### src/rtl/text_stream_writer_pkg.sv
// text_stream_writer_pkg
//   Shared constants for the text stream writer: a ceil-log2 helper for
//   port/counter widths, the control-code byte values and the FSM state
//   encoding.
package text_stream_writer_pkg;

  // Bits needed to index n items (minimum 1).
  function automatic int unsigned log2(input int unsigned n);
    int unsigned r;
    r = 1;
    while (r < 31 && (32'd1 << r) < n) r++;
    return r;
  endfunction

  localparam logic [7:0] CH_BS       = 8'h08;
  localparam logic [7:0] CH_TAB      = 8'h09;
  localparam logic [7:0] CH_LF       = 8'h0A;
  localparam logic [7:0] CH_FF       = 8'h0C;
  localparam logic [7:0] CH_CR       = 8'h0D;
  localparam logic [7:0] CH_SPACE    = 8'h20;
  localparam logic [7:0] CH_PRINT_HI = 8'h7E;

  localparam logic [1:0] S_IDLE       = 2'd0;
  localparam logic [1:0] S_CLEAR_LINE = 2'd1;
  localparam logic [1:0] S_CLEAR_ALL  = 2'd2;
  localparam logic [1:0] S_TAB        = 2'd3;

endpackage

### src/rtl/text_stream_writer_cursor_counter.sv
// text_stream_writer_cursor_counter
//   2-D column/row counter used both for the text cursor and for the clear
//   sweeps. Column wraps at width-1 into the next row; row wraps at height-1
//   back to 0. Compares are explicit, so non-power-of-two sizes are fine.
// Ports:
//   clk, reset      clock, async active-low reset (counter -> (0,0))
//   zero            load (0,0)                       (highest priority)
//   nl              x=0, y=y+1 mod height
//   cr              x=0
//   back            x=x-1 when x>0, never leaves the row
//   adv             x=x+1, wrapping into the next row (lowest priority)
//   x, y            current position
//   x_last, y_last  position is on the last column / last row
module text_stream_writer_cursor_counter
  import text_stream_writer_pkg::*;
#(
  parameter int unsigned width  = 128,
  parameter int unsigned height = 48,
  parameter int unsigned XW     = log2(width),
  parameter int unsigned YW     = log2(height)
) (
  input  logic          clk,
  input  logic          reset,
  input  logic          zero,
  input  logic          nl,
  input  logic          cr,
  input  logic          back,
  input  logic          adv,
  output logic [XW-1:0] x,
  output logic [YW-1:0] y,
  output logic          x_last,
  output logic          y_last
);

  assign x_last = (x == XW'(width - 1));
  assign y_last = (y == YW'(height - 1));

  always_ff @(posedge clk or negedge reset) begin
    if (!reset) begin
      x <= '0;
      y <= '0;
    end else if (zero) begin
      x <= '0;
      y <= '0;
    end else if (nl || (adv && x_last)) begin
      x <= '0;
      y <= y_last ? '0 : y + 1'b1;
    end else if (cr) begin
      x <= '0;
    end else if (back) begin
      if (x != '0) x <= x - 1'b1;
    end else if (adv) begin
      x <= x + 1'b1;
    end
  end

endmodule

### src/rtl/text_stream_writer.sv
// text_stream_writer
//   Turns a byte stream (ASCII + control codes) into screen-buffer writes
//   and tracks the text cursor. Printables write at the cursor (1 byte/cycle);
//   LF/line wrap clear the new row, FF clears the screen; both stall input.
//   refresh commits a frame on frame_start, deferred past any in-flight
//   clear so a half-cleared screen is never shown.
// Build option: TEXT_TAB_EXPAND_EN -- expand 0x09 to spaces up to the next
//   multiple-of-8 column; otherwise 0x09 is ignored.
// Ports:
//   clk, reset           clock, async active-low reset
//   char_valid/char_in   byte source; char_ready accepts it (IDLE only)
//   frame_start          vertical-blank pulse
//   write_en,x_w,y_w,c_out  screen buffer write port (registered)
//   refresh              one-cycle frame commit
//   cursor_x, cursor_y   cursor position for the overlay
module text_stream_writer
  import text_stream_writer_pkg::*;
#(
  parameter int unsigned width      = 128,
  parameter int unsigned height     = 48,
  parameter int unsigned char_width = 8
) (
  input  logic                    clk,
  input  logic                    reset,
  input  logic                    char_valid,
  input  logic [char_width-1:0]   char_in,
  output logic                    char_ready,
  input  logic                    frame_start,
  output logic                    write_en,
  output logic [log2(width)-1:0]  x_w,
  output logic [log2(height)-1:0] y_w,
  output logic [char_width-1:0]   c_out,
  output logic                    refresh,
  output logic [log2(width)-1:0]  cursor_x,
  output logic [log2(height)-1:0] cursor_y
);

  localparam int unsigned XW = log2(width);
  localparam int unsigned YW = log2(height);

  logic [1:0]            state, nxt;
  logic                  pend;
  logic                  accept, printable;
  logic                  c_zero, c_nl, c_cr, c_back, c_adv;
  logic                  s_zero, s_adv;
  logic                  wr;
  logic [XW-1:0]         wx;
  logic [YW-1:0]         wy;
  logic [char_width-1:0] wc;
  logic                  cur_x_last, cur_y_last_unused;
  logic [XW-1:0]         sw_x;
  logic [YW-1:0]         sw_y;
  logic                  sw_x_last, sw_y_last;

  text_stream_writer_cursor_counter #(.width(width), .height(height)) u_cursor (
    .clk(clk), .reset(reset), .zero(c_zero), .nl(c_nl), .cr(c_cr),
    .back(c_back), .adv(c_adv), .x(cursor_x), .y(cursor_y),
    .x_last(cur_x_last), .y_last(cur_y_last_unused)
  );

  // Sweep position for CLEAR_LINE (x only, row = cursor row) and CLEAR_ALL.
  text_stream_writer_cursor_counter #(.width(width), .height(height)) u_sweep (
    .clk(clk), .reset(reset), .zero(s_zero), .nl(1'b0), .cr(1'b0),
    .back(1'b0), .adv(s_adv), .x(sw_x), .y(sw_y),
    .x_last(sw_x_last), .y_last(sw_y_last)
  );

  assign accept    = char_valid & char_ready;
  assign printable = (char_in >= char_width'(CH_SPACE)) &&
                     (char_in <= char_width'(CH_PRINT_HI));

`ifdef TEXT_TAB_EXPAND_EN
  logic tab_last;  // cursor sits on the column just before a tab stop
  assign tab_last = (32'(cursor_x) & 32'd7) == 32'd7;
`endif

  always_comb begin
    nxt    = state;
    c_zero = 1'b0; c_nl = 1'b0; c_cr = 1'b0; c_back = 1'b0; c_adv = 1'b0;
    s_zero = 1'b0; s_adv = 1'b0;
    wr     = 1'b0;
    wx     = cursor_x;
    wy     = cursor_y;
    wc     = char_width'(CH_SPACE);
    case (state)
      S_IDLE: if (accept) begin
        if (printable) begin
          wr = 1'b1; wc = char_in; c_adv = 1'b1;
          if (cur_x_last) begin nxt = S_CLEAR_LINE; s_zero = 1'b1; end
        end else if (char_in == char_width'(CH_LF)) begin
          c_nl = 1'b1; nxt = S_CLEAR_LINE; s_zero = 1'b1;
        end else if (char_in == char_width'(CH_CR)) begin
          c_cr = 1'b1;
        end else if (char_in == char_width'(CH_BS)) begin
          if (cursor_x != '0) begin
            c_back = 1'b1; wr = 1'b1; wx = cursor_x - 1'b1;
          end
        end else if (char_in == char_width'(CH_FF)) begin
          c_zero = 1'b1; s_zero = 1'b1; nxt = S_CLEAR_ALL;
`ifdef TEXT_TAB_EXPAND_EN
        end else if (char_in == char_width'(CH_TAB)) begin
          // First space goes out on acceptance, like a printable.
          wr = 1'b1; c_adv = 1'b1;
          if (cur_x_last)    begin nxt = S_CLEAR_LINE; s_zero = 1'b1; end
          else if (!tab_last) nxt = S_TAB;
`endif
        end
      end
      S_CLEAR_LINE: begin
        wr = 1'b1; wx = sw_x; s_adv = 1'b1;
        if (sw_x_last) nxt = S_IDLE;
      end
      S_CLEAR_ALL: begin
        wr = 1'b1; wx = sw_x; wy = sw_y; s_adv = 1'b1;
        if (sw_x_last && sw_y_last) nxt = S_IDLE;
      end
`ifdef TEXT_TAB_EXPAND_EN
      S_TAB: begin
        wr = 1'b1; c_adv = 1'b1;
        if (cur_x_last)    begin nxt = S_CLEAR_LINE; s_zero = 1'b1; end
        else if (tab_last) nxt = S_IDLE;
      end
`endif
      default: nxt = S_IDLE;
    endcase
  end

  always_ff @(posedge clk or negedge reset) begin
    if (!reset) begin
      state      <= S_CLEAR_ALL;  // full clear runs right after release
      char_ready <= 1'b0;
      write_en   <= 1'b0;
      x_w        <= '0;
      y_w        <= '0;
      c_out      <= '0;
      refresh    <= 1'b0;
      pend       <= 1'b0;
    end else begin
      state      <= nxt;
      char_ready <= (nxt == S_IDLE);
      write_en   <= wr;
      if (wr) begin
        x_w   <= wx;
        y_w   <= wy;
        c_out <= wc;
      end
      // frame_start while busy is held until back in IDLE; repeats collapse.
      refresh <= (state == S_IDLE) & (frame_start | pend);
      pend    <= (state != S_IDLE) & (frame_start | pend);
    end
  end

endmodule

### config.mk
export PLATFORM = sky130hd
export DESIGN_NAME = text_stream_writer
export DESIGN_NICKNAME = d
export VERILOG_FILES = /design/src/rtl/text_stream_writer_pkg.sv /design/src/rtl/text_stream_writer_cursor_counter.sv /design/src/rtl/text_stream_writer.sv
export SDC_FILE = /design/constraint.sdc
export NUM_CORES = 1
export LEC_CHECK = 0
export BUFFER_PORTS_ARGS = -buffer_cell sky130_fd_sc_hd__buf_4
export CAP_MARGIN = 10
export CORE_ASPECT_RATIO = 1.1
export CORE_MARGIN = 8
export CORE_UTILIZATION = 35
export CTS_BUF_LIST = sky130_fd_sc_hd__clkbuf_8
export DETAILED_ROUTE_END_ITERATION = 8
export GPL_ROUTABILITY_DRIVEN = 0
export PLACE_DENSITY = 0.49
export SETUP_SLACK_MARGIN = 0.5
export SLEW_MARGIN = 10
export SYNTH_ARGS = -nofsm -noshare
export SYNTH_HDL_FRONTEND = slang
export SYNTH_HIERARCHICAL = 1
export SYNTH_SLANG_ARGS = --single-unit
### constraint.sdc
create_clock -name clk -period 3.4 [get_ports clk]
set_input_delay 0.34 -clock clk [delete_from_list [all_inputs] [get_ports clk]]
set_output_delay 0.34 -clock clk [all_outputs]
set_load 0.02 [all_outputs]
==> summary.md <==
| Metric | Value |
|---|---|
| Crit share post-route | `80.3%` |
| Proportion of power drawn by the clock network | `between 20% and 30%` |
| Synth top area cells | `dfrtp_1, ha_1, mux2_4` |
| Critical Path End Type | `flop` |
| Initial Util | `around 36%` |
| Required time of the critical path | `3660 ps` |
| Final critical-path setup slack | `668 ps` |
| Setup TNS | `0 ps` |
| GRT Overall Usage | `a little over an eighth` |
| Vias | `between 2000 and 3000` |
| Ports | `49` |
| RSZ-0062 raised after global routing | `yes` |
| Die Height | `121 um` |
| Reg power frac | `~50%` |
| Worst Max-Slew Pin Slew | `~680 ps` |
| Total CTS buffers | `5` |
| Synth top area share | `37.2%` |
| R2R Path End | `u_cursor/x[6]` |
| Worst Setup Start Kind | `flop` |
| Clock tree buffer depth | `2` |
| CTS root buffer | `clkbuf_8` |
| Final WL | `approximately 9.0 mm` |
| DR vias/cell | `5.31` |
| Commonest non-fill, non-tap cell in the layout | `buf_4` |
| Most frequent cells in the layout | `buf_4, dfrtp_1, nor2_1, nand2_1, a21oi_1` |
| Max frequency | `between 300 and 400 MHz` |
| DP Worst Slack | `~340 ps` |
| Die X | `~110 um` |
| Antenna diodes | `0` |
| Worst hold path class | `in -> async` |
| Yosys top cell by area | `dfrtp_1` |
| H-tree depth | `2` |
| Pwr/cell area | `approximately 380 nW/um^2` |
| Worst IR Drop VDD | `~0.18 mV` |
| CP Cell Sequence | `or3_4, nor4b_4, nor3_4, fa_1, a211oi_2, o21ai_0, a21o_1, a31o_1, nand2_1` |
| Die area | `13500 um^2` |
| DRT iter0 DRCs | `96` |
| Max Slew Vio Count | `0` |
| ANT nets after route | `0` |
| Port Buf Inserts | `48` |
| Critical-path maximum fanout | `10` |
| Leak pwr | `around 2.0 nW` |
| Max-Cap Viols | `0` |
| Average routed wire per standard cell | `16.5 um` |
| Main synth FF type | `dfrtp_1` |
| Slowest stage delay, CP | `approximately 520 ps` |
| CTS tree | `yes` |
| Syn Std Cell Area | `~3500 um^2` |
| Post-synth EDFFs | `0` |
| Syn_area_per_cell | `between 9 and 10 um^2` |
| Clock sink count | `53` |
| GRT overflow | `0` |
| First-pass GRT wire length | `15.3 mm` |
| Comb power frac | `26.8%` |
| Slew margin rel. | `54.3%` |
| Worst-Skew Late Latency | `roughly 320 ps` |
| Layout net count | `between 400 and 500` |
| Crit-path slowest cell | `fa_1` |
| Fin crit period | `2730 ps` |
| Critical R2R Launch | `u_cursor/x[2]` |
| CTS clk-pin slew, worst paths | `~110 ps` |
| Vias in the first global route | `roughly 3000` |
| Post-synthesis instance total | `~360` |
| CP Data Arrival Time | `~3000 ps` |
| Switching share of power | `approximately a third` |
| Layout cells sized above 1 | `about a quarter` |
| CP Buf/Inv Count | `0` |
| Initial antenna violation count | `0` |
| Critical path class | `reg -> reg` |
| P_int | `around 1.1 mW` |
| Asr flop ratio synth | `100%` |
| Clock Skew | `approximately 13 ps` |
| Critical path's top delay family | `simple AND/OR/NAND/NOR gates` |
| Synth Warn # | `6` |
| Switching Power | `roughly 0.5 mW` |
| DP HPWL | `about 6.7 mm` |
| Core area | `9790 um^2` |
| Register area share after synthesis | `a little under two fifths` |
| Initial DRT Pass Iterations | `4` |
| Fill count | `~990` |
| Worst R2R Path Depth | `9` |
| Residual DRC | `0` |
| Final hold violations | `0` |
| P&R area growth vs syn | `19.8%` |
| Unique cell type count in the Yosys netlist | `68` |
| Register-to-register setup slack | `approximately 670 ps` |
| Register bit total from synthesis | `53` |
| Final setup violation count | `0` |
| Largest net degree at the start of global routing | `54` |
| Row Count | `38` |
| Outcome | `completed` |
## metrics by stage
stage          util [%]  power [mW]  hold slack, ps  instances  cell area [um^2]
2_1_floorplan         -        1.08            44.4        370              3560
3_3_place_gp       41.6        1.23             445        538              4070
3_5_place_dp       41.6        1.24             440        538              4070
4_1_cts            42.5        1.63            71.6        546              4160
5_1_grt            42.8        1.70            95.8        549              4200
6_report           42.8        1.60            36.5        549              4200
## state kept, by name (all words and copies together) (netlist names), 2 cells and up
| name | flops |
|---|---|
| c_out | 8 |
| u_sweep/y | 6 |
| state | 2 |
| u_cursor/x | 7 |
| y_w | 6 |
| u_sweep/x | 7 |
| x_w | 7 |
| u_cursor/y | 6 |
## synth_stat cells (9+ instances only)
library cell  number
a21o_1            10
a21oi_1           20
dfrtp_1           52
ha_1              18
inv_1             15
mux2_2             9
mux2_4            11
nand2_1           27
nand3_1           14
nor2_1            39
o21ai_0           10
xnor2_1            9
## worst register-to-register path, cell delays in order, from the launching register on
cell      delay [ps]
dfrtp_1          390
or3_4            450
nor4b_4          350
nor3_4           150
fa_1             520
a211oi_2         240
o21ai_0          140
a21o_1           190
a31o_1           210
nand2_1           50
## cell type report
class	instances	area (um^2)	area share (%)
Clock inverter	3	22.5	0.537
Tap cell	120	150	3.58
Multi-Input combinational cell	293	2120	50.5
Clock buffer	5	68.8	1.64
Inverter	15	56.3	1.34
Timing Repair Buffer	60	450	10.7
Sequential cell	53	1330	31.6
## power by group through the flow
stage | combinational (mW) | sequential (mW) | clock, mW
finish | 0.429 | 0.793 | 0.376
global route | 0.471 | 0.810 | 0.417
CTS | 0.436 | 0.793 | 0.396
detailed placement | 0.433 | 0.805 | 0
global placement | 0.426 | 0.802 | 0
floorplan | 0.243 | 0.834 | 0
## layer usage
layer	GRT usage, %	up-vias	part of all wire (%)
li1	-	1447	-
met1	17.5	1422	49
met2	22.3	44	47
met4	4.25	0	0.83
met3	3.02	4	3.6
met5	0	-	0
## how the worst max path moves through the flow
stage | start | end | slack, ps | cells past startpoint
after floorplan | u_cursor/x[0] | u_cursor/x[5] | 520 | 10
after global placement | char_in[1] | u_cursor/x[5] | 410 | 10
after detailed placement | char_in[0] | u_cursor/x[5] | 340 | 10
after CTS | state[0] | u_cursor/x[5] | 520 | 10
after global routing | char_ready | u_cursor/x[5] | 470 | 9
final | u_cursor/x[2] | u_cursor/x[6] | 670 | 9
## cell families after synthesis
logic type | count (synthesis) | synth area share [%]
XOR/XNOR | 10 | 2.50
other | 1 | 0.107
adder cells (fa/ha/maj) | 20 | 7.57
flip-flops | 53 | 37.9
AO/OA/AOI/OAI | 84 | 16.9
buffers and inverters | 24 | 3.43
multiplexers | 27 | 9.61
AND/OR/NAND/NOR | 140 | 22.0
## repair_timing
item	4_1_cts	5_1_grt
hold buffers	0	0
endpoints found under the setup margin	0	2
buffers inserted	0	3
gates resized for setup	0	2
Note: power is estimated with default switching activity, not from simulation.
